--- src/rtl/m_store_buffer_pkg.sv ---
// Shared definitions for the posted-write store buffer: DM write-op encodings,
// default depth, the queued-entry layout and the store alignment rule.
package m_store_buffer_pkg;

   localparam int SB_DEPTH = 4;
   localparam int SB_PTR_W = 2;

   // DM write-op encodings; 3 is not defined and is written as a word.
   localparam logic [1:0] OP_SW = 2'd0;
   localparam logic [1:0] OP_SH = 2'd1;
   localparam logic [1:0] OP_SB = 2'd2;

   // One posted store as it will be presented to the DM write port.
   typedef struct packed {
      logic [31:0] pc;
      logic [31:0] addr;
      logic [31:0] data;
      logic [1:0]  op;
   } sb_entry_t;

   // Alignment rule: halfwords need an even address, bytes are always aligned,
   // words (and the undefined op 3, which DM treats as a word) need addr[1:0]==0.
   function automatic logic store_misaligned(input logic [1:0] op,
                                             input logic [1:0] addr_lo);
      logic bad;
      case (op)
         OP_SH:   bad = addr_lo[0];
         OP_SB:   bad = 1'b0;
         default: bad = (addr_lo != 2'b00);
      endcase
      return bad;
   endfunction

endpackage

--- src/rtl/m_store_buffer_sb_fifo_ctrl.sv ---
// Pointer/occupancy controller for the store buffer. Owns head, tail and count,
// and turns raw push/pop requests into the gated push/pop that actually happen.
// A push is refused whenever the queue is full, even if a pop happens in the
// same cycle, so the storage never needs a write-through path.
module sb_fifo_ctrl
   import m_store_buffer_pkg::*;
#(
   parameter int DEPTH = SB_DEPTH,
   parameter int PTR_W = SB_PTR_W
) (
   input  logic             clk,
   input  logic             reset,
   input  logic             push_req,
   input  logic             pop_req,
   output logic             push,
   output logic             pop,
   output logic [PTR_W-1:0] head,
   output logic [PTR_W-1:0] tail,
   output logic [PTR_W:0]   count,
   output logic             full,
   output logic             empty
);

   logic [PTR_W-1:0] head_q, head_d;
   logic [PTR_W-1:0] tail_q, tail_d;
   logic [PTR_W:0]   count_q, count_d;

   assign full  = (count_q == (PTR_W+1)'(DEPTH));
   assign empty = (count_q == '0);
   assign push  = push_req & ~full;
   assign pop   = pop_req & ~empty;

   assign head  = head_q;
   assign tail  = tail_q;
   assign count = count_q;

   // Next-state: pointers wrap naturally at DEPTH (a power of two); count
   // only moves when exactly one of push/pop happens.
   always_comb begin
      head_d  = head_q;
      tail_d  = tail_q;
      count_d = count_q;
      if (push) begin
         tail_d = tail_q + PTR_W'(1);
      end
      if (pop) begin
         head_d = head_q + PTR_W'(1);
      end
      case ({push, pop})
         2'b10:   count_d = count_q + (PTR_W+1)'(1);
         2'b01:   count_d = count_q - (PTR_W+1)'(1);
         default: count_d = count_q;
      endcase
   end

   // Pointer and occupancy registers; reset empties the queue.
   always_ff @(posedge clk or posedge reset) begin
      if (reset) begin
         head_q  <= '0;
         tail_q  <= '0;
         count_q <= '0;
      end else begin
         head_q  <= head_d;
         tail_q  <= tail_d;
         count_q <= count_d;
      end
   end

endmodule

--- src/rtl/m_store_buffer.sv ---
// Posted-write store buffer between the E/M pipeline register and the DM write
// port. Committed stores are queued in order and drained one per cycle; loads
// that touch a word with a pending store are flagged so the pipeline can stall.
//
// Handshakes: a store request transfers in any cycle where st_valid and
// st_ready are both high. A misaligned request still completes its handshake
// but is dropped (st_misalign=1 that cycle). The DM side has no ready: MWE is
// asserted whenever an entry is queued and drain_stall is low, and the head
// entry is popped at that same edge.
module m_store_buffer
   import m_store_buffer_pkg::*;
#(
   parameter int DEPTH = SB_DEPTH,
   parameter int PTR_W = SB_PTR_W
) (
   input  logic        clk,
   input  logic        reset,
   input  logic        st_valid,
   output logic        st_ready,
   input  logic [31:0] st_pc,
   input  logic [31:0] st_addr,
   input  logic [31:0] st_data,
   input  logic [1:0]  st_op,
   output logic        st_misalign,
   input  logic        ld_valid,
   input  logic [31:0] ld_addr,
   output logic        ld_hazard,
   input  logic        drain_stall,
   output logic        MWE,
   output logic [31:0] PC,
   output logic [31:0] addr,
   output logic [31:0] MWD,
   output logic [1:0]  DMWop,
   output logic        sb_empty
);

   logic             push, pop, full, empty;
   logic             push_req, pop_req;
   logic [PTR_W-1:0] head, tail;
   logic [PTR_W:0]   count;

   sb_entry_t entries_q [DEPTH];
   sb_entry_t entries_d [DEPTH];
   sb_entry_t new_entry;
   sb_entry_t head_entry;

   logic [DEPTH-1:0] slot_live;
   logic [DEPTH-1:0] slot_hit;

   // The byte offset within a word never matters for the hazard compare.
   logic unused_ld_lo;
   assign unused_ld_lo = ^ld_addr[1:0];

   // ---------------------------------------------------------------- enqueue
   assign st_misalign = st_valid & store_misaligned(st_op, st_addr[1:0]);
   assign push_req    = st_valid & ~st_misalign;
   assign st_ready    = ~full;

   // Address and op are stored untouched; op 3 drains as 3.
   assign new_entry.pc   = st_pc;
   assign new_entry.addr = st_addr;
   assign new_entry.data = st_data;
   assign new_entry.op   = st_op;

   // ------------------------------------------------------------------ drain
   assign pop_req = ~drain_stall;

   sb_fifo_ctrl #(
      .DEPTH (DEPTH),
      .PTR_W (PTR_W)
   ) u_ctrl (
      .clk      (clk),
      .reset    (reset),
      .push_req (push_req),
      .pop_req  (pop_req),
      .push     (push),
      .pop      (pop),
      .head     (head),
      .tail     (tail),
      .count    (count),
      .full     (full),
      .empty    (empty)
   );

   // Head entry is presented combinationally; outputs read as zero when empty
   // so DM never sees stale data from a slot that has already drained.
   assign head_entry = entries_q[head];
   assign MWE        = pop;
   assign PC         = empty ? '0 : head_entry.pc;
   assign addr       = empty ? '0 : head_entry.addr;
   assign MWD        = empty ? '0 : head_entry.data;
   assign DMWop      = empty ? '0 : head_entry.op;
   assign sb_empty   = empty;

   // --------------------------------------------------------------- storage
   // Next-state for the entry array: only the tail slot changes, on a push.
   always_comb begin
      for (int i = 0; i < DEPTH; i++) begin
         entries_d[i] = entries_q[i];
      end
      if (push) begin
         entries_d[tail] = new_entry;
      end
   end

   // Entry storage; reset clears it so a flushed queue shows no old contents.
   always_ff @(posedge clk or posedge reset) begin
      if (reset) begin
         for (int i = 0; i < DEPTH; i++) begin
            entries_q[i] <= '0;
         end
      end else begin
         for (int i = 0; i < DEPTH; i++) begin
            entries_q[i] <= entries_d[i];
         end
      end
   end

   // ---------------------------------------------------------- load hazard
   // A slot is live when its distance from head (mod DEPTH) is below count.
   // The head slot stays live during the cycle it drains, because the DM read
   // in that cycle still returns the pre-store data. The store being enqueued
   // this cycle is not yet in a live slot, so it is excluded by construction.
   for (genvar g = 0; g < DEPTH; g++) begin : g_slot
      logic [PTR_W-1:0] ofs;
      assign ofs          = PTR_W'(g) - head;
      assign slot_live[g] = ({1'b0, ofs} < count);
      assign slot_hit[g]  = slot_live[g] &
                            (entries_q[g].addr[31:2] == ld_addr[31:2]);
   end

   assign ld_hazard = ld_valid & (|slot_hit);

endmodule

--- config.mk ---
export PLATFORM = sky130hd
export DESIGN_NAME = m_store_buffer
export DESIGN_NICKNAME = d
export VERILOG_FILES = /design/src/rtl/m_store_buffer_pkg.sv /design/src/rtl/m_store_buffer_sb_fifo_ctrl.sv /design/src/rtl/m_store_buffer.sv
export SDC_FILE = /design/constraint.sdc
export NUM_CORES = 1
export LEC_CHECK = 0
export CORE_UTILIZATION = 51
export DETAILED_ROUTE_END_ITERATION = 6
export PLACE_DENSITY = 0.74
export SETUP_SLACK_MARGIN = 0.05
export SLEW_MARGIN = 20
export SYNTH_ARGS = -nofsm -noshare
export SYNTH_HDL_FRONTEND = slang
export SYNTH_SLANG_ARGS = --single-unit
--- constraint.sdc ---
create_clock -name clk -period 13.2 [get_ports clk]
set_clock_uncertainty 0.05 [all_clocks]
set_input_delay 1.98 -clock clk [delete_from_list [all_inputs] [get_ports clk]]
set_output_delay 1.98 -clock clk [all_outputs]
set_load 0.01 [all_outputs]
==> flow_summary_export.csv, run 1 <==
group,metric,value,unit
sta,finalWorstPathRequiredPeriod,6.87,ns
worst_hold_path,min-delay-path-class,"reg2reg",
worst_setup_path,worstPathMaxFanout,4,
clocking,ctsHtreeMaxLevel,2,
clocking,cts.sinks,399,
sta,setup_viol,0,
power_and_ir_drop,power_leakage,10.3,nW
outcome,outcome,"complete, no violations",
global_routing,grt_overflow_total,0,
finish,layout.nets,1646,
sta,totalNegativeSetupSlack,0,ns
sta,fmax,146,MHz
worst_setup_path,crit_path_top_delay_cell,"sky130_fd_sc_hd__nor4_1",
routing,routed_wire_length_per_instance,23.0,um
synth,synth.cells.most_frequent,"sky130_fd_sc_hd__dfrtp_1, sky130_fd_sc_hd__mux2_2, sky130_fd_sc_hd__xor2_1",
sta,min_period_over_period,0.520,
synth,synth_area,19700,um^2
synth,synth_top_cell_by_area,"sky130_fd_sc_hd__dfrtp_1",
placed_design,detailedPlacementHpwl,29.6,mm
floorplanning,core_area,37800,um^2
clocking,hold_buf_count_cts,0,
clocking,clock-root-buffer,"sky130_fd_sc_hd__clkbuf_16",
floorplanning,rows,71,
worst_setup_path,timing.critical_path.to_type,"output port",
sta,holdWs,0.451,ns
synth,synthMostInstantiatedCell,"sky130_fd_sc_hd__dfrtp_1",
routing,route.detailed.vias_per_inst,5.64,
worst_setup_path,slowest_delay,0.65,ns
synth,synthesis.area_per_instance,15.4,um^2
sta,timing.max_slew.rel_slack,0.300,
synth,synth_warnings,0,
worst_setup_path,path_buf_inv,2,
worst_setup_path,path_class,"in2out",
worst_setup_path,cpMostUsedCell,"sky130_fd_sc_hd__clkdlybuf4s50_1",
floorplanning,die_width,198,um
global_routing,grt.total_usage,0.246,
routing,remaining_antenna_violation_count,0,
sta,rsz0062_at_grt,"no",
floorplanning,io_pins,238,
sta,finalHoldViolCount,0,
placed_design,dpl-instance-area,22400,um^2
synth,share_of_the_yosys_chip_area_belonging_to_registers,0.508,
floorplanning,starting_utilization_of_the_core_area,0.520,
flow_run,max-cap-violations,0,
finish,areaGrowthSynthToFinish,20.9,%
clocking,tritoncts,"built",
clocking,clk_pin_slew,0.06,ns
global_routing,grt_antenna_before_repair,4,
floorplanning,chipHeight,198,um
finish,layout.filler_cells,2872,
synth,synth-seq-cells,399,
sta,slew_viol_final,0,
finish,multiInputGateArea,9230,um^2
routing,drt-pass1-iter-count,4,
sta,tightest_slew,1.05,ns
clocking,cts_resized,0,
synth,net_count_of_the_mapped_netlist,1426,
synth,ys_dominant_reg_cell,"sky130_fd_sc_hd__dfrtp_1",
routing,drt-initial-drc-count,534,
synth,synthCells,1280,
placed_design,io_buffer_count,235,
synth,synth.top_cells.by_area,"sky130_fd_sc_hd__dfrtp_1, sky130_fd_sc_hd__mux2_2, sky130_fd_sc_hd__mux4_2, sky130_fd_sc_hd__mux2_4, sky130_fd_sc_hd__xor2_1",
finish,ff_latch_area,9990,um^2
clocking,clkLatencyLatePin,0.56,ns
worst_setup_path,worst_ep_required_time,11.17,ns
synth,synthArstFlopShare,1.00,
clocking,cts.path.max_buffers,3,
power_and_ir_drop,vdd.ir_drop.worst,0.162,mV
floorplanning,die_area,39400,um^2
clocking,cts_inserted_buffers,44,
synth,distinct_cell_type_count_after_synthesis,31,
global_routing,grt_start_max_net_pins,191,
synth,synthDominantCellAreaShare,0.508,
routing,total_routed_length,47.0,mm
global_routing,grt_pass1_wl,73.1,mm
finish,layout-drive-gt1-share,0.377,
placed_design,place.gp.congestion,0.957,
synth,synth_enable_flop_cells,0,
worst_setup_path,critical-path-top-delay-family,"buffers and inverters",
worst_setup_path,crit_arrival,4.84,ns
worst_setup_path,crit_path_cell_trace,"clkdlybuf4s50_1, xor2_1, nor4_1, nand4_1, a2111oi_0, or4_1, clkdlybuf4s50_1",
finish,post-route-cell-area,23800,um^2
routing,num_vias,11500,
routing,total_drc_errors_in_the_routed_layout,0,
clocking,post-cts-setup-buffers,0,
global_routing,grt_pass1_vias,12300,
finish,postLayoutCoreUtil,0.628,
worst_setup_path,startpoint_type,"primary input",
power_and_ir_drop,power.density_cell_area,276,nW/um^2
[stage by stage]
stage / power (mW) / std cells / setup slack (ns)
2_1_floorplan: 4.20 / 1280 / 0.0739
3_3_place_gp: 5.32 / 1964 / 6.34
3_5_place_dp: 5.40 / 1964 / 6.41
4_1_cts: 6.62 / 2042 / 6.40
5_1_grt: 6.93 / 2045 / 6.23
6_report: 6.56 / 2045 / 6.33
[area by class of cell]
class / count / share of cell area
timing repair buffer: 247 / 0.104
clock buffer: 66 / 0.0545
multi-input combinational: 794 / 0.388
sequential: 399 / 0.420
inverter: 14 / 0.00253
antenna: 2 / 0.000210
tap: 511 / 0.0269
clock inverter: 12 / 0.00374
[cell usage in the layout, fill, tap and decap left out, types with 2 or more instances in the layout]
| cell type | netlist | final |
|---|---|---|
| sky130_fd_sc_hd__a2111oi_0 | 4 | 4 |
| sky130_fd_sc_hd__a21oi_1 | 6 | 6 |
| sky130_fd_sc_hd__buf_4 | 1 | 10 |
| sky130_fd_sc_hd__clkbuf_1 | 22 | 12 |
| sky130_fd_sc_hd__clkbuf_16 | 0 | 45 |
| sky130_fd_sc_hd__clkbuf_8 | 0 | 9 |
| sky130_fd_sc_hd__clkdlybuf4s50_1 | 0 | 235 |
| sky130_fd_sc_hd__clkinv_2 | 0 | 10 |
| sky130_fd_sc_hd__dfrtp_1 | 399 | 397 |
| sky130_fd_sc_hd__dfrtp_4 | 0 | 2 |
| sky130_fd_sc_hd__diode_2 | 0 | 2 |
| sky130_fd_sc_hd__ha_1 | 10 | 10 |
| sky130_fd_sc_hd__inv_1 | 13 | 12 |
| sky130_fd_sc_hd__mux2_2 | 312 | 312 |
| sky130_fd_sc_hd__mux2_4 | 80 | 80 |
| sky130_fd_sc_hd__mux4_2 | 98 | 98 |
| sky130_fd_sc_hd__nand2_1 | 3 | 3 |
| sky130_fd_sc_hd__nand2_4 | 4 | 4 |
| sky130_fd_sc_hd__nand3_1 | 4 | 4 |
| sky130_fd_sc_hd__nand4_1 | 8 | 8 |
| sky130_fd_sc_hd__nor2_1 | 3 | 3 |
| sky130_fd_sc_hd__nor2b_1 | 98 | 98 |
| sky130_fd_sc_hd__nor3_1 | 4 | 4 |
| sky130_fd_sc_hd__nor4_1 | 24 | 24 |
| sky130_fd_sc_hd__o21ai_0 | 2 | 2 |
| sky130_fd_sc_hd__xnor2_1 | 14 | 14 |
| sky130_fd_sc_hd__xor2_1 | 113 | 113 |
[metal layers]
metal  up-vias  part of all wire  track usage  routed length, um
li1       5109                 -            -                  -
met1      6067              0.45        0.346              21200
met2       276              0.46        0.373              21500
met3        85             0.068       0.0634               3210
met4         4             0.022       0.0798               1050
met5         -           0.00064            0                 30
[state kept, by name (all words and copies together) (netlist names)]
signal / cells
entries_q: 392
u_ctrl.count: 3
u_ctrl.head: 2
u_ctrl.tail: 2
[power by group]
group | switching, mW | internal [mW] | total, mW | leakage [nW]
clock | 0.488 | 0.695 | 1.18 | 0.691
combinational | 1.18 | 1.90 | 3.08 | 4.84
sequential | 0.444 | 1.85 | 2.29 | 4.79
total | 2.11 | 4.45 | 6.56 | 10.3
[worst register-to-register path: stages (launching register included)]
cell and delay (ns):
sky130_fd_sc_hd__dfrtp_1 0.42, sky130_fd_sc_hd__inv_1 0.25, sky130_fd_sc_hd__nand3_2 0.18, sky130_fd_sc_hd__and3_1 0.40
sky130_fd_sc_hd__nand2_4 0.71, sky130_fd_sc_hd__buf_4 0.83, sky130_fd_sc_hd__mux2_2 0.55
[kinds of logic after synthesis]
logic type      count (synthesis)  share of synthesized area
compound gates                 14                    0.00445
mux                           490                      0.352
fa+ha+maj                      11                    0.00738
buf+inv                        87                     0.0238
flops                         399                      0.508
xor+xnor                      127                     0.0565
simple gates                  152                     0.0485
[final timing paths]
| kind | from | endpoint | slack (ns) | cells after the start |
|---|---|---|---|---|
| worst min register to register | entries_q[24]$_DFFE_PP0P_ | entries_q[24]$_DFFE_PP0P_ | 0.45 | 1 |
| worst max register to register | u_ctrl.count[1]$_DFFE_PP0P_ | entries_q[375]$_DFFE_PP0P_ | 9.70 | 6 |
| worst min-delay path | entries_q[24]$_DFFE_PP0P_ | entries_q[24]$_DFFE_PP0P_ | 0.45 | 1 |
| max in group asynchronous | reset | u_ctrl.head[0]$_DFFE_PP0P_ | 9.43 | 3 |
| min in group asynchronous | reset | entries_q[165]$_DFFE_PP0P_ | 1.98 | 2 |
| worst max-delay path | ld_addr[11] | ld_hazard | 6.33 | 7 |
Power figures use the tool's default switching activity.
==> inputs of run 2 (changes only) <==
- PLACE_DENSITY: 0.74 -> 0.71
- clock period: 13.2 -> 7 ns (I/O delays scaled with it)
==> run 2 against run 1 <==
Against the previous run:
- die area did not move
- sequential power is 88% higher
- cell count up 0.20%
- via count is essentially flat
- critical endpoint unchanged
- first-iteration DRC count up 3.9%
- non-clock buffer count grew 5
- critical path depth did not move
- largest power group unchanged
- core utilization up 0.12 points
- hold slack worse by 0.0017 ns
- highest routed layer unchanged
==> flow_summary_export.csv, run 2 (synthesis results as in run 1) <==
group,metric,value,unit
global_routing,grt_pass1_vias,12300,
routing,route.detailed.vias_per_inst,5.63,
worst_setup_path,timing.critical_path.to_type,"output port",
global_routing,grt_pass1_wl,73.9,mm
placed_design,detailedPlacementHpwl,29.9,mm
routing,total_routed_length,47.5,mm
placed_design,dp_worst_setup_slack,2.19,ns
sta,setup_viol,0,
clocking,tritoncts,"built",
clocking,ctsHtreeMaxLevel,2,
floorplanning,core_area,37800,um^2
sta,worst_slack,2.10,ns
finish,final-instance-count-excl-fill,2049,
sta,totalNegativeSetupSlack,0,ns
finish,post-route-cell-area,23800,um^2
placed_design,placed_cells_incl_taps,1969,
routing,routed_wire_length_per_instance,23.2,um
worst_setup_path,worst_ep_required_time,5.90,ns
power_and_ir_drop,clock_network_power_share,0.180,
power_and_ir_drop,power.density_cell_area,520,nW/um^2
sta,finalHoldViolCount,0,
finish,layout.nets,1651,
finish,postLayoutCoreUtil,0.630,
outcome,outcome,"complete, no violations",
worst_setup_path,path_class,"in2out",
sta,slew_viol_final,0,
global_routing,grt.total_usage,0.249,
sta,timing.max_slew.rel_slack,0.321,
routing,drt-pass1-iter-count,4,
sta,min_period_over_period,0.699,
power_and_ir_drop,design_power,12.4,mW
global_routing,grt_start_max_net_pins,181,
worst_setup_path,r2r_slack,3.71,ns
power_and_ir_drop,power_leakage,10.3,nW
clocking,cts.sinks,399,
power_and_ir_drop,power_report.internal_total,8.39,mW
floorplanning,die_area,39400,um^2
global_routing,grt_overflow_total,0,
worst_setup_path,ff2ff_path_depth,6,
floorplanning,starting_utilization_of_the_core_area,0.520,
worst_setup_path,crit_arrival,3.80,ns
clocking,post-cts-setup-buffers,0,
sta,fmax,204,MHz
routing,num_vias,11500,
worst_setup_path,startpoint_type,"primary input",
flow_run,max-cap-violations,0,
routing,total_drc_errors_in_the_routed_layout,0,
finish,layout-drive-gt1-share,0.375,
floorplanning,die_width,198,um
finish,most-common-layout-cells,"sky130_fd_sc_hd__dfrtp_1, sky130_fd_sc_hd__mux2_2, sky130_fd_sc_hd__clkdlybuf4s50_1, sky130_fd_sc_hd__xor2_1",
placed_design,place.gp.congestion,0.983,
finish,largest_register,"entries_q",
clocking,clock-root-buffer,"sky130_fd_sc_hd__clkbuf_16",
routing,detailroute.wirelength.met3,3.00,mm
clocking,cts_inserted_buffers,44,
sta,rsz0062_at_grt,"no",
power_and_ir_drop,psw,3.99,mW
power_and_ir_drop,comb_power_share,0.472,
power_and_ir_drop,sw_frac_of_total,0.322,
floorplanning,io_pins,238,
routing,met2_wire_length,21.6,mm
clocking,cts.path.max_buffers,3,
finish,layout.cells.most_common,"sky130_fd_sc_hd__dfrtp_1",
routing,top_signal_layer_used,"met5",
worst_hold_path,min-delay-path-class,"reg2reg",
finish,areaGrowthSynthToFinish,21.1,%
clocking,hold_buf_count_cts,0,
clocking,clkLatencyLatePin,0.57,ns
power_and_ir_drop,seqPwrFrac,0.348,
power_and_ir_drop,vdd.ir_drop.worst,0.308,mV
floorplanning,chipHeight,198,um
placed_design,io_buffer_count,235,
floorplanning,rows,71,
worst_hold_path,hold_path_depth,1,
sta,holdWs,0.449,ns
worst_setup_path,worstPathMaxFanout,4,
sta,finalWorstPathRequiredPeriod,4.90,ns
global_routing,grt_antenna_before_repair,5,
placed_design,dpl-instance-area,22400,um^2
finish,largest_reg_flops,392,
routing,drt-initial-drc-count,555,
clocking,cts_resized,0,
sta,tightest_slew,1.02,ns
routing,remaining_antenna_violation_count,0,
clocking,clk_pin_slew,0.05,ns
routing,m1WireLength,21.6,mm
## run 2: cell count changes in the layout (fill, tap and decap cells not counted), sizes merged
cell	previous run	this run
bufinv	1	0
clkinvlp	0	2
clkbuf	66	74
diode	2	3
inv	14	13
clkinv	11	1
buf	12	17
## run 2: critical path, cell delays in order
cell and delay [ns]:
sky130_fd_sc_hd__clkdlybuf4s50_1 0.58, sky130_fd_sc_hd__xor2_1 0.14, sky130_fd_sc_hd__nor4_1 0.62, sky130_fd_sc_hd__nand4_1 0.21, sky130_fd_sc_hd__a2111oi_0 0.41, sky130_fd_sc_hd__or4_1 0.22
sky130_fd_sc_hd__clkdlybuf4s50_1 0.56
## run 2: final cells by class
type | count | area, um^2
inverter | 14 | 56.3
tap | 511 | 639
fill | 2924 | 14000
timing repair buffer | 252 | 2540
clock buffer | 74 | 1360
multi-input combinational | 794 | 9230
sequential | 399 | 9990
clock inverter | 2 | 12.5
antenna | 3 | 7.51
## run 2: power groups by stage
stage / logic [mW] / clock network (mW) / registers [mW]
after global routing: 6.27 / 2.37 / 4.47
after detailed placement: 5.86 / 0 / 4.33
after floorplan: 3.92 / 0 / 4.01
after CTS: 5.90 / 2.28 / 4.31
final: 5.85 / 2.23 / 4.31
after global placement: 5.80 / 0 / 4.27
## run 2: final timing paths
check,start,end
worst max-delay path,ld_addr[11],ld_hazard
worst min-delay path,entries_q[169]$_DFFE_PP0P_,entries_q[169]$_DFFE_PP0P_
worst max register to register,u_ctrl.count[1]$_DFFE_PP0P_,entries_q[287]$_DFFE_PP0P_
worst min register to register,entries_q[169]$_DFFE_PP0P_,entries_q[169]$_DFFE_PP0P_
max in group asynchronous,reset,entries_q[188]$_DFFE_PP0P_
min in group asynchronous,reset,entries_q[198]$_DFFE_PP0P_
## run 2: routing by layer
| layer | GRT usage | vias to the layer above |
|---|---|---|
| met5 | 0 | - |
| met4 | 0.0843 | 6 |
| met3 | 0.0549 | 81 |
| met2 | 0.379 | 279 |
| met1 | 0.355 | 6068 |
| li1 | - | 5112 |
